==> config.mk <==
export PLATFORM = sky130hd
export DESIGN_NAME = dtw_host_bridge_flat
export DESIGN_NICKNAME = d
export VERILOG_FILES = /design/src/rtl/dtw_host_bridge_pkg.sv /design/src/rtl/dtw_host_bridge_if.sv /design/src/rtl/dtw_result_reader.sv /design/src/rtl/dtw_host_bridge.sv /design/src/flat_wrapper.sv
export SDC_FILE = /design/constraint.sdc
export NUM_CORES = 1
export LEC_CHECK = 0
export CAP_MARGIN = 5
export CORE_MARGIN = 10
export CORE_UTILIZATION = 49
export DETAILED_ROUTE_END_ITERATION = 8
export PLACE_DENSITY = 0.83
export SLEW_MARGIN = 0
export SYNTH_ARGS = -nofsm -noshare
export SYNTH_HDL_FRONTEND = slang
export SYNTH_SLANG_ARGS = --single-unit
==> constraint.sdc <==
create_clock -name clk -period 3.5 [get_ports clk]
set_input_delay 0.875 -clock clk [delete_from_list [all_inputs] [get_ports clk]]
set_output_delay 0.875 -clock clk [all_outputs]
set_load 0.005 [all_outputs]
==> src/rtl/dtw_host_bridge_pkg.sv <==
`default_nettype none
// ============================================================================
//  Module   : dtw_host_bridge_pkg
//  Brief    : Shared encodings and defaults for the DTW host bridge.
//  Revision : 1.0
// ============================================================================
package dtw_host_bridge_pkg;

    localparam int WORD_LEN_DEF   = 16;
    localparam int AXIS_WIDTH_DEF = 32;
    localparam int SQG_LEN_DEF    = 250;
    localparam int SETTLE_CYC_DEF = 3;
    localparam int RESULT_WORDS   = 2;

    typedef enum logic [1:0] {
        ST_IDLE    = 2'd0,
        ST_FEED    = 2'd1,
        ST_COLLECT = 2'd2,
        ST_SETTLE  = 2'd3
    } state_e;

endpackage
`default_nettype wire

==> src/rtl/dtw_host_bridge_if.sv <==
`default_nettype none
// ============================================================================
//  Module   : dtw_host_bridge_if
//  Brief    : Control, AXI-Stream and FIFO signals around the DTW host bridge.
//  Revision : 1.0
// ============================================================================
interface dtw_host_bridge_if
    import dtw_host_bridge_pkg::*;
#(
    parameter int AXIS_WIDTH = AXIS_WIDTH_DEF
);
    logic                  start;
    logic [31:0]           reference_len;
    logic                  busy;
    logic                  rs;
    logic                  len_err;

    logic [AXIS_WIDTH-1:0] s_axis_tdata;
    logic                  s_axis_tvalid;
    logic                  s_axis_tready;
    logic                  s_axis_tlast;

    logic                  src_fifo_wren;
    logic                  src_fifo_full;
    logic [AXIS_WIDTH-1:0] src_fifo_data;

    logic                  sink_fifo_rden;
    logic                  sink_fifo_empty;
    logic [AXIS_WIDTH-1:0] sink_fifo_data;

    logic [AXIS_WIDTH-1:0] m_axis_tdata;
    logic                  m_axis_tvalid;
    logic                  m_axis_tready;
    logic                  m_axis_tlast;

    modport master (
        input  start, reference_len,
        input  s_axis_tdata, s_axis_tvalid, s_axis_tlast,
        input  src_fifo_full, sink_fifo_empty, sink_fifo_data,
        input  m_axis_tready,
        output busy, rs, len_err, s_axis_tready,
        output src_fifo_wren, src_fifo_data, sink_fifo_rden,
        output m_axis_tdata, m_axis_tvalid, m_axis_tlast
    );

    modport slave (
        output start, reference_len,
        output s_axis_tdata, s_axis_tvalid, s_axis_tlast,
        output src_fifo_full, sink_fifo_empty, sink_fifo_data,
        output m_axis_tready,
        input  busy, rs, len_err, s_axis_tready,
        input  src_fifo_wren, src_fifo_data, sink_fifo_rden,
        input  m_axis_tdata, m_axis_tvalid, m_axis_tlast
    );

endinterface
`default_nettype wire

==> src/rtl/dtw_result_reader.sv <==
`default_nettype none
// ============================================================================
//  Module   : dtw_result_reader
//  Brief    : Reads the two result words from the sink FIFO onto AXI-Stream.
//  Revision : 1.0
// ============================================================================
module dtw_result_reader
    import dtw_host_bridge_pkg::*;
#(
    parameter int AXIS_WIDTH = AXIS_WIDTH_DEF,
    parameter int WORD_LEN   = WORD_LEN_DEF
)(
    input  wire logic                  clk,
    input  wire logic                  rst_n,
    input  wire logic                  en,
    input  wire logic                  sink_empty,
    input  wire logic [AXIS_WIDTH-1:0] sink_data,
    output logic                       sink_rden,
    output logic [AXIS_WIDTH-1:0]      m_tdata,
    output logic                       m_tvalid,
    input  wire logic                  m_tready,
    output logic                       m_tlast,
    output logic                       done
);

    logic                  rd_pend_q, rd_pend_d;
    logic [1:0]            rd_cnt_q,  rd_cnt_d;
    logic                  tvalid_q,  tvalid_d;
    logic                  tlast_q,   tlast_d;
    logic [AXIS_WIDTH-1:0] tdata_q,   tdata_d;

    always_comb begin
        // One read in flight at a time, and only into an empty output register
        sink_rden = en && !sink_empty && !rd_pend_q && !tvalid_q &&
                    (rd_cnt_q < 2'(RESULT_WORDS));
        rd_pend_d = sink_rden;
        rd_cnt_d  = rd_cnt_q;
        tvalid_d  = tvalid_q;
        tlast_d   = tlast_q;
        tdata_d   = tdata_q;

        if (!en) begin
            rd_cnt_d = 2'd0;
            tvalid_d = 1'b0;
            tlast_d  = 1'b0;
        end else begin
            if (sink_rden) begin
                rd_cnt_d = rd_cnt_q + 2'd1;
            end
            if (rd_pend_q) begin
                // Upper score bits pass through as the core supplied them
                tdata_d  = {sink_data[AXIS_WIDTH-1:WORD_LEN], sink_data[WORD_LEN-1:0]};
                tvalid_d = 1'b1;
                tlast_d  = (rd_cnt_q == 2'(RESULT_WORDS));
            end else if (tvalid_q && m_tready) begin
                tvalid_d = 1'b0;
                tlast_d  = 1'b0;
            end
        end
    end

    always_ff @(posedge clk) begin
        if (!rst_n) begin
            rd_pend_q <= 1'b0;
            rd_cnt_q  <= 2'd0;
            tvalid_q  <= 1'b0;
            tlast_q   <= 1'b0;
            tdata_q   <= '0;
        end else begin
            rd_pend_q <= rd_pend_d;
            rd_cnt_q  <= rd_cnt_d;
            tvalid_q  <= tvalid_d;
            tlast_q   <= tlast_d;
            tdata_q   <= tdata_d;
        end
    end

    assign m_tdata  = tdata_q;
    assign m_tvalid = tvalid_q;
    assign m_tlast  = tlast_q;
    assign done     = tvalid_q && m_tready && tlast_q;

endmodule
`default_nettype wire

==> src/rtl/dtw_host_bridge.sv <==
`default_nettype none
// ============================================================================
//  Module   : dtw_host_bridge
//  Brief    : Feeds one DTW job into the source FIFO and returns its results.
//  Revision : 1.0
// ============================================================================
module dtw_host_bridge
    import dtw_host_bridge_pkg::*;
#(
    parameter int WORD_LEN   = WORD_LEN_DEF,
    parameter int AXIS_WIDTH = AXIS_WIDTH_DEF,
    parameter int SQG_LEN    = SQG_LEN_DEF,
    parameter int SETTLE_CYC = SETTLE_CYC_DEF
)(
    input  wire logic       clk,
    input  wire logic       rst_n,
    dtw_host_bridge_if.master bus
);

    localparam int SETTLE_W = (SETTLE_CYC > 1) ? $clog2(SETTLE_CYC) : 1;

    state_e              state_q, state_d;
    logic [32:0]         total_q, total_d;
    logic [32:0]         feed_cnt_q, feed_cnt_d;
    logic [SETTLE_W-1:0] settle_cnt_q, settle_cnt_d;
    logic                len_err_q, len_err_d;
    logic                rs_q, rs_d;
    logic                busy_q, busy_d;

    logic                feed_ready;
    logic                feed_write;
    logic [32:0]         feed_next;
    logic                rr_done;

    assign feed_ready = (state_q == ST_FEED) && !bus.src_fifo_full;
    assign feed_write = feed_ready && bus.s_axis_tvalid;
    assign feed_next  = feed_cnt_q + 33'd1;

    always_comb begin
        state_d      = state_q;
        total_d      = total_q;
        feed_cnt_d   = feed_cnt_q;
        settle_cnt_d = settle_cnt_q;
        len_err_d    = len_err_q;

        case (state_q)
            ST_IDLE: begin
                if (bus.start) begin
                    total_d    = 33'(SQG_LEN) + {1'b0, bus.reference_len};
                    feed_cnt_d = 33'd0;
                    len_err_d  = 1'b0;
                    state_d    = ST_FEED;
                end
            end
            ST_FEED: begin
                // The word count ends the phase; TLAST only feeds the error flag
                if (feed_write) begin
                    feed_cnt_d = feed_next;
                    if (feed_next == total_q) begin
                        if (!bus.s_axis_tlast) begin
                            len_err_d = 1'b1;
                        end
                        state_d = ST_COLLECT;
                    end else if (bus.s_axis_tlast) begin
                        len_err_d = 1'b1;
                    end
                end
            end
            ST_COLLECT: begin
                if (rr_done) begin
                    settle_cnt_d = '0;
                    state_d      = ST_SETTLE;
                end
            end
            ST_SETTLE: begin
                if (settle_cnt_q == SETTLE_W'(SETTLE_CYC - 1)) begin
                    state_d = ST_IDLE;
                end else begin
                    settle_cnt_d = settle_cnt_q + 1'b1;
                end
            end
            default: state_d = ST_IDLE;
        endcase

        rs_d   = (state_d == ST_FEED);
        busy_d = (state_d != ST_IDLE);
    end

    always_ff @(posedge clk) begin
        if (!rst_n) begin
            state_q      <= ST_IDLE;
            total_q      <= 33'd0;
            feed_cnt_q   <= 33'd0;
            settle_cnt_q <= '0;
            len_err_q    <= 1'b0;
            rs_q         <= 1'b0;
            busy_q       <= 1'b0;
        end else begin
            state_q      <= state_d;
            total_q      <= total_d;
            feed_cnt_q   <= feed_cnt_d;
            settle_cnt_q <= settle_cnt_d;
            len_err_q    <= len_err_d;
            rs_q         <= rs_d;
            busy_q       <= busy_d;
        end
    end

    dtw_result_reader #(
        .AXIS_WIDTH (AXIS_WIDTH),
        .WORD_LEN   (WORD_LEN)
    ) u_result_reader (
        .clk        (clk),
        .rst_n      (rst_n),
        .en         (state_q == ST_COLLECT),
        .sink_empty (bus.sink_fifo_empty),
        .sink_data  (bus.sink_fifo_data),
        .sink_rden  (bus.sink_fifo_rden),
        .m_tdata    (bus.m_axis_tdata),
        .m_tvalid   (bus.m_axis_tvalid),
        .m_tready   (bus.m_axis_tready),
        .m_tlast    (bus.m_axis_tlast),
        .done       (rr_done)
    );

    assign bus.busy          = busy_q;
    assign bus.rs            = rs_q;
    assign bus.len_err       = len_err_q;
    assign bus.s_axis_tready = feed_ready;
    assign bus.src_fifo_wren = feed_write;
    assign bus.src_fifo_data = feed_write ? bus.s_axis_tdata : '0;

endmodule
`default_nettype wire

==> src/flat_wrapper.sv <==
// flat-port wrapper written by rule: the top's interface ports become plain ports
module dtw_host_bridge_flat import dtw_host_bridge_pkg::*;
#(
    parameter int WORD_LEN   = WORD_LEN_DEF,
    parameter int AXIS_WIDTH = AXIS_WIDTH_DEF,
    parameter int SQG_LEN    = SQG_LEN_DEF,
    parameter int SETTLE_CYC = SETTLE_CYC_DEF
)
  (clk, rst_n, bus_start, bus_reference_len, bus_s_axis_tdata, bus_s_axis_tvalid, bus_s_axis_tlast, bus_src_fifo_full, bus_sink_fifo_empty, bus_sink_fifo_data, bus_m_axis_tready, bus_busy, bus_rs, bus_len_err, bus_s_axis_tready, bus_src_fifo_wren, bus_src_fifo_data, bus_sink_fifo_rden, bus_m_axis_tdata, bus_m_axis_tvalid, bus_m_axis_tlast);
  dtw_host_bridge_if #(.AXIS_WIDTH(AXIS_WIDTH)) bus_i ();
  input  wire logic clk;
  input  wire logic rst_n;
  input wire logic [$bits(bus_i.start)-1:0] bus_start;
  input wire logic [$bits(bus_i.reference_len)-1:0] bus_reference_len;
  input wire logic [$bits(bus_i.s_axis_tdata)-1:0] bus_s_axis_tdata;
  input wire logic [$bits(bus_i.s_axis_tvalid)-1:0] bus_s_axis_tvalid;
  input wire logic [$bits(bus_i.s_axis_tlast)-1:0] bus_s_axis_tlast;
  input wire logic [$bits(bus_i.src_fifo_full)-1:0] bus_src_fifo_full;
  input wire logic [$bits(bus_i.sink_fifo_empty)-1:0] bus_sink_fifo_empty;
  input wire logic [$bits(bus_i.sink_fifo_data)-1:0] bus_sink_fifo_data;
  input wire logic [$bits(bus_i.m_axis_tready)-1:0] bus_m_axis_tready;
  output wire logic [$bits(bus_i.busy)-1:0] bus_busy;
  output wire logic [$bits(bus_i.rs)-1:0] bus_rs;
  output wire logic [$bits(bus_i.len_err)-1:0] bus_len_err;
  output wire logic [$bits(bus_i.s_axis_tready)-1:0] bus_s_axis_tready;
  output wire logic [$bits(bus_i.src_fifo_wren)-1:0] bus_src_fifo_wren;
  output wire logic [$bits(bus_i.src_fifo_data)-1:0] bus_src_fifo_data;
  output wire logic [$bits(bus_i.sink_fifo_rden)-1:0] bus_sink_fifo_rden;
  output wire logic [$bits(bus_i.m_axis_tdata)-1:0] bus_m_axis_tdata;
  output wire logic [$bits(bus_i.m_axis_tvalid)-1:0] bus_m_axis_tvalid;
  output wire logic [$bits(bus_i.m_axis_tlast)-1:0] bus_m_axis_tlast;
  assign bus_i.start = bus_start;
  assign bus_i.reference_len = bus_reference_len;
  assign bus_i.s_axis_tdata = bus_s_axis_tdata;
  assign bus_i.s_axis_tvalid = bus_s_axis_tvalid;
  assign bus_i.s_axis_tlast = bus_s_axis_tlast;
  assign bus_i.src_fifo_full = bus_src_fifo_full;
  assign bus_i.sink_fifo_empty = bus_sink_fifo_empty;
  assign bus_i.sink_fifo_data = bus_sink_fifo_data;
  assign bus_i.m_axis_tready = bus_m_axis_tready;
  assign bus_busy = bus_i.busy;
  assign bus_rs = bus_i.rs;
  assign bus_len_err = bus_i.len_err;
  assign bus_s_axis_tready = bus_i.s_axis_tready;
  assign bus_src_fifo_wren = bus_i.src_fifo_wren;
  assign bus_src_fifo_data = bus_i.src_fifo_data;
  assign bus_sink_fifo_rden = bus_i.sink_fifo_rden;
  assign bus_m_axis_tdata = bus_i.m_axis_tdata;
  assign bus_m_axis_tvalid = bus_i.m_axis_tvalid;
  assign bus_m_axis_tlast = bus_i.m_axis_tlast;
  dtw_host_bridge #(.WORD_LEN(WORD_LEN), .AXIS_WIDTH(AXIS_WIDTH), .SQG_LEN(SQG_LEN), .SETTLE_CYC(SETTLE_CYC)) u_core (.clk(clk), .rst_n(rst_n), .bus(bus_i));
endmodule
==> metrics.csv <==
stage,metric,value,unit
clocking,cts-root-buf,clkbuf_16,
critical_path,cp_max_fo,34,
cells_and_area,final_cell_area,0.00857,sq mm
sta,min_period_over_period,95.4,%
placed_design,io_buffers,175,
floorplanning,core_area,0.0126,sq mm
floorplanning,start_util,49.9,%
synthesis,syn_area_per_cell,7.49,sq um
placed_design,gp_congestion,0.970,
cells_and_area,post-route-util,67.9,%
critical_path,rr_worst_depth,8,
sta,setup_viol,0,
clocking,cts_sinks,110,
cells_and_area,drive_above_1_share,6.29,%
sta,tns,0,ns
synthesis,synth_fp_nets,949,
synthesis,synth_flop_cell,dfxtp_1,
critical_path,r2r_slack,0.21,ns
clocking,cts.htree.levels,3,
critical_path,cp.required,2.62,ns
outcome,status,completed,
clocking,clk_latency,0.36,ns
synthesis,synth-edff-count,0,
clocking,cts_buffer_depth,2,
sta,skew,0.00828,ns
floorplanning,dieWidth,133,microns
synthesis,syn-cell-area,0.00630,sq mm
hold_path,worstHoldStart,u_core.u_result_reader.m_tdata[18]$_SDFFE_PN0P_,
critical_path,r2r-end,u_core.bus.len_err$_SDFFE_PN0P_,
floorplanning,num_rows,41,
floorplanning,io_pins,176,
drt,viasPerCell,5.65,
sta,hold_violations,0,
global_route,grt_use_met1,27.1,%
global_route,busiest_layer,met2,
clocking,cts_setup_buffers,0,
synthesis,synth_area_leader_cell,dfxtp_1,
hold_path,hold_path_end,u_core.u_result_reader.m_tdata[18]$_SDFFE_PN0P_,
sta,grt_setup_unrepaired,false,
drt,drt_first_iter_violations,622,
critical_path,reg2reg_from,u_core.feed_cnt_q[0]$_SDFFE_PN0P_,
synthesis,yosysWarningCount,0,
cells_and_area,mostFrequentLayoutCells,"clkdlybuf4s50_1, nand2_1, dfxtp_1",
drt,postRouteAntennaNets,0,
sta,worst_slew_pin_slew,1.09,ns
cells_and_area,antenna_cells,0,
critical_path,critPathKind,input pin to output port,
placed_design,dp_slack,0.158,ns
global_route,grt_overflow_total,0,
sta,relSlewSlack,27.2,%
floorplanning,fp.dieH,133,microns
floorplanning,dieArea,0.0178,sq mm
sta,max_freq,299,MHz
critical_path,worst_setup_path_start_kind,input pin,
global_route,antenna_found_initial,0,
sta,drv_slew,0,
cells_and_area,fin_nets,1105,
power_and_ir_drop,leakage,3.04,nW
placed_design,dp_cells,1158,
synthesis,ys_seq_area_share,34.9,%
drt,drc,0,
run,drv_cap,0,
cells_and_area,instances_no_fill,1174,
placed_design,hpwl,14700,microns
drt,drt-total-wl,19700,microns
sta,layout_setup_ws,0.160,ns
critical_path,worst_ep_arrival_time,2.46,ns
global_route,grt_util_met3,5.98,%
critical_path,critPathCaptureType,output port,
hold_path,hold_path_class,register to register,
cells_and_area,final_common_cell,clkdlybuf4s50_1,
synthesis,synth_top_cell_area_share,34.9,%
sta,min_period,3.34,ns
clocking,numCtsBuffers,9,
clocking,cts_tree,done,
clocking,ctsHoldBuffers,0,
synthesis,synthArstFlopShare,0,%
global_route,grt_pass1_wl,31600,microns
synthesis,synth_area_leaders,"dfxtp_1, nand2_1, a21oi_1",
global_route,grt_usage,21.3,%
drt,vias,6628,
power_and_ir_drop,powerDensity,318,mW/mm^2
global_route,use_met2,32.9,%
clocking,cts.clk_slew.worst_paths,0.08,ns
cells_and_area,syn_to_final_growth,36.1,%
global_route,grt_pass1_vias,6080,
synthesis,ys_ff_latch,110,
placed_design,placed_area,0.00827,sq mm
drt,wl_per_cell,16.8,microns
power_and_ir_drop,peakVddDrop,0.273,mV
drt,firstDrtPassIters,5,
synthesis,synthesis.instances,841,
global_route,grt_max_degree,86,
synthesis,synth_cell_type_count,64,
hold_path,whs_path_depth,2,
[how the worst max path moves through the flow]
stage	cells after the start	from	endpoint
after floorplan	9	u_core.feed_cnt_q[0]$_SDFFE_PN0P_	u_core.bus.len_err$_SDFFE_PN0P_
after global placement	5	bus_src_fifo_full	bus_src_fifo_data[19]
after detailed placement	5	bus_src_fifo_full	bus_src_fifo_data[24]
after CTS	5	bus_src_fifo_full	bus_src_fifo_data[12]
after global routing	5	bus_src_fifo_full	bus_src_fifo_data[5]
final	5	bus_src_fifo_full	bus_src_fifo_data[14]
[per-stage QoR]
stage	total power [mW]	hold slack [ns]
floorplan	1.53	0.443
global placement	1.74	0.441
detailed placement	1.74	0.447
CTS	2.74	0.458
global route	2.83	0.470
finish	2.73	0.455
[kinds of logic (layout without fill, tap and decap cells)]
family	after synthesis	count (layout)	share of synthesized area, %
AND/OR/NAND/NOR	414	414	32.8
XOR/XNOR	65	65	9.03
buffers and inverters	70	231	4.71
flip-flops	110	110	34.9
adder cells (fa/ha/maj)	4	4	0.794
AO/OA/AOI/OAI	170	170	16.5
multiplexers	8	8	1.29
[power breakdown]
part	internal (mW)	leakage, nW	switching, mW
clock network	0.503	0.142	0.505
logic	0.220	2.01	0.179
registers	1.28	0.894	0.0366
[cell usage after synthesis, drive strengths merged, types with 2 or more instances]
library cell and instances:
a211oi 23, a21oi 84, a221oi 2, a311o 2, a311oi 10, a31oi 8
a41oi 2, and2 3, and3 44, and4 4, buf 10, clkbuf 47
dfxtp 110, ha 4, inv 11, mux2i 7, nand2 140, nand2b 2
nand3 26, nand4 21, nand4b 3, nor2 90, nor2b 9, nor3 25
nor4 12, nor4b 2, o211ai 2, o21a 2, o21ai 23, o31ai 2
or2 2, or3 17, or4 9, xnor2 37, xor2 28
[worst max-delay path, stage by stage]
cell,delay [ns]
clkdlybuf4s50_1,0.42
nor3b_2,0.27
buf_12,0.21
and3_1,0.17
clkdlybuf4s50_1,0.52
[layer usage]
metal,vias up,share of wire [%]
li1,3299,-
met1,3005,42
met2,288,45
met3,36,9.5
met4,0,2.9
met5,-,0
[registers in the layout (all words and copies together), names as in the netlist, 2 cells and up]
signal	cells
u_core.u_result_reader.rd_cnt_q	2
u_core.total_q	33
u_core.state_q	2
u_core.feed_cnt_q	33
u_core.settle_cnt_q	2
u_core.u_result_reader.m_tdata	32
[final cells by class]
class	count	area, sq um
clock buffers	10	229
repair buffers	203	2000
flip-flops and latches	110	2200
well taps	172	215
inverters	12	45.0
clock inverters	6	62.6
fillers	1061	4050
multi-input cells	661	3820
[timing repair]
item	CTS	global route
resized for setup	0	2
hold endpoints to repair	0	0
endpoints found under the setup margin	0	4
No activity file was read; power rests on OpenSTA's default activity.
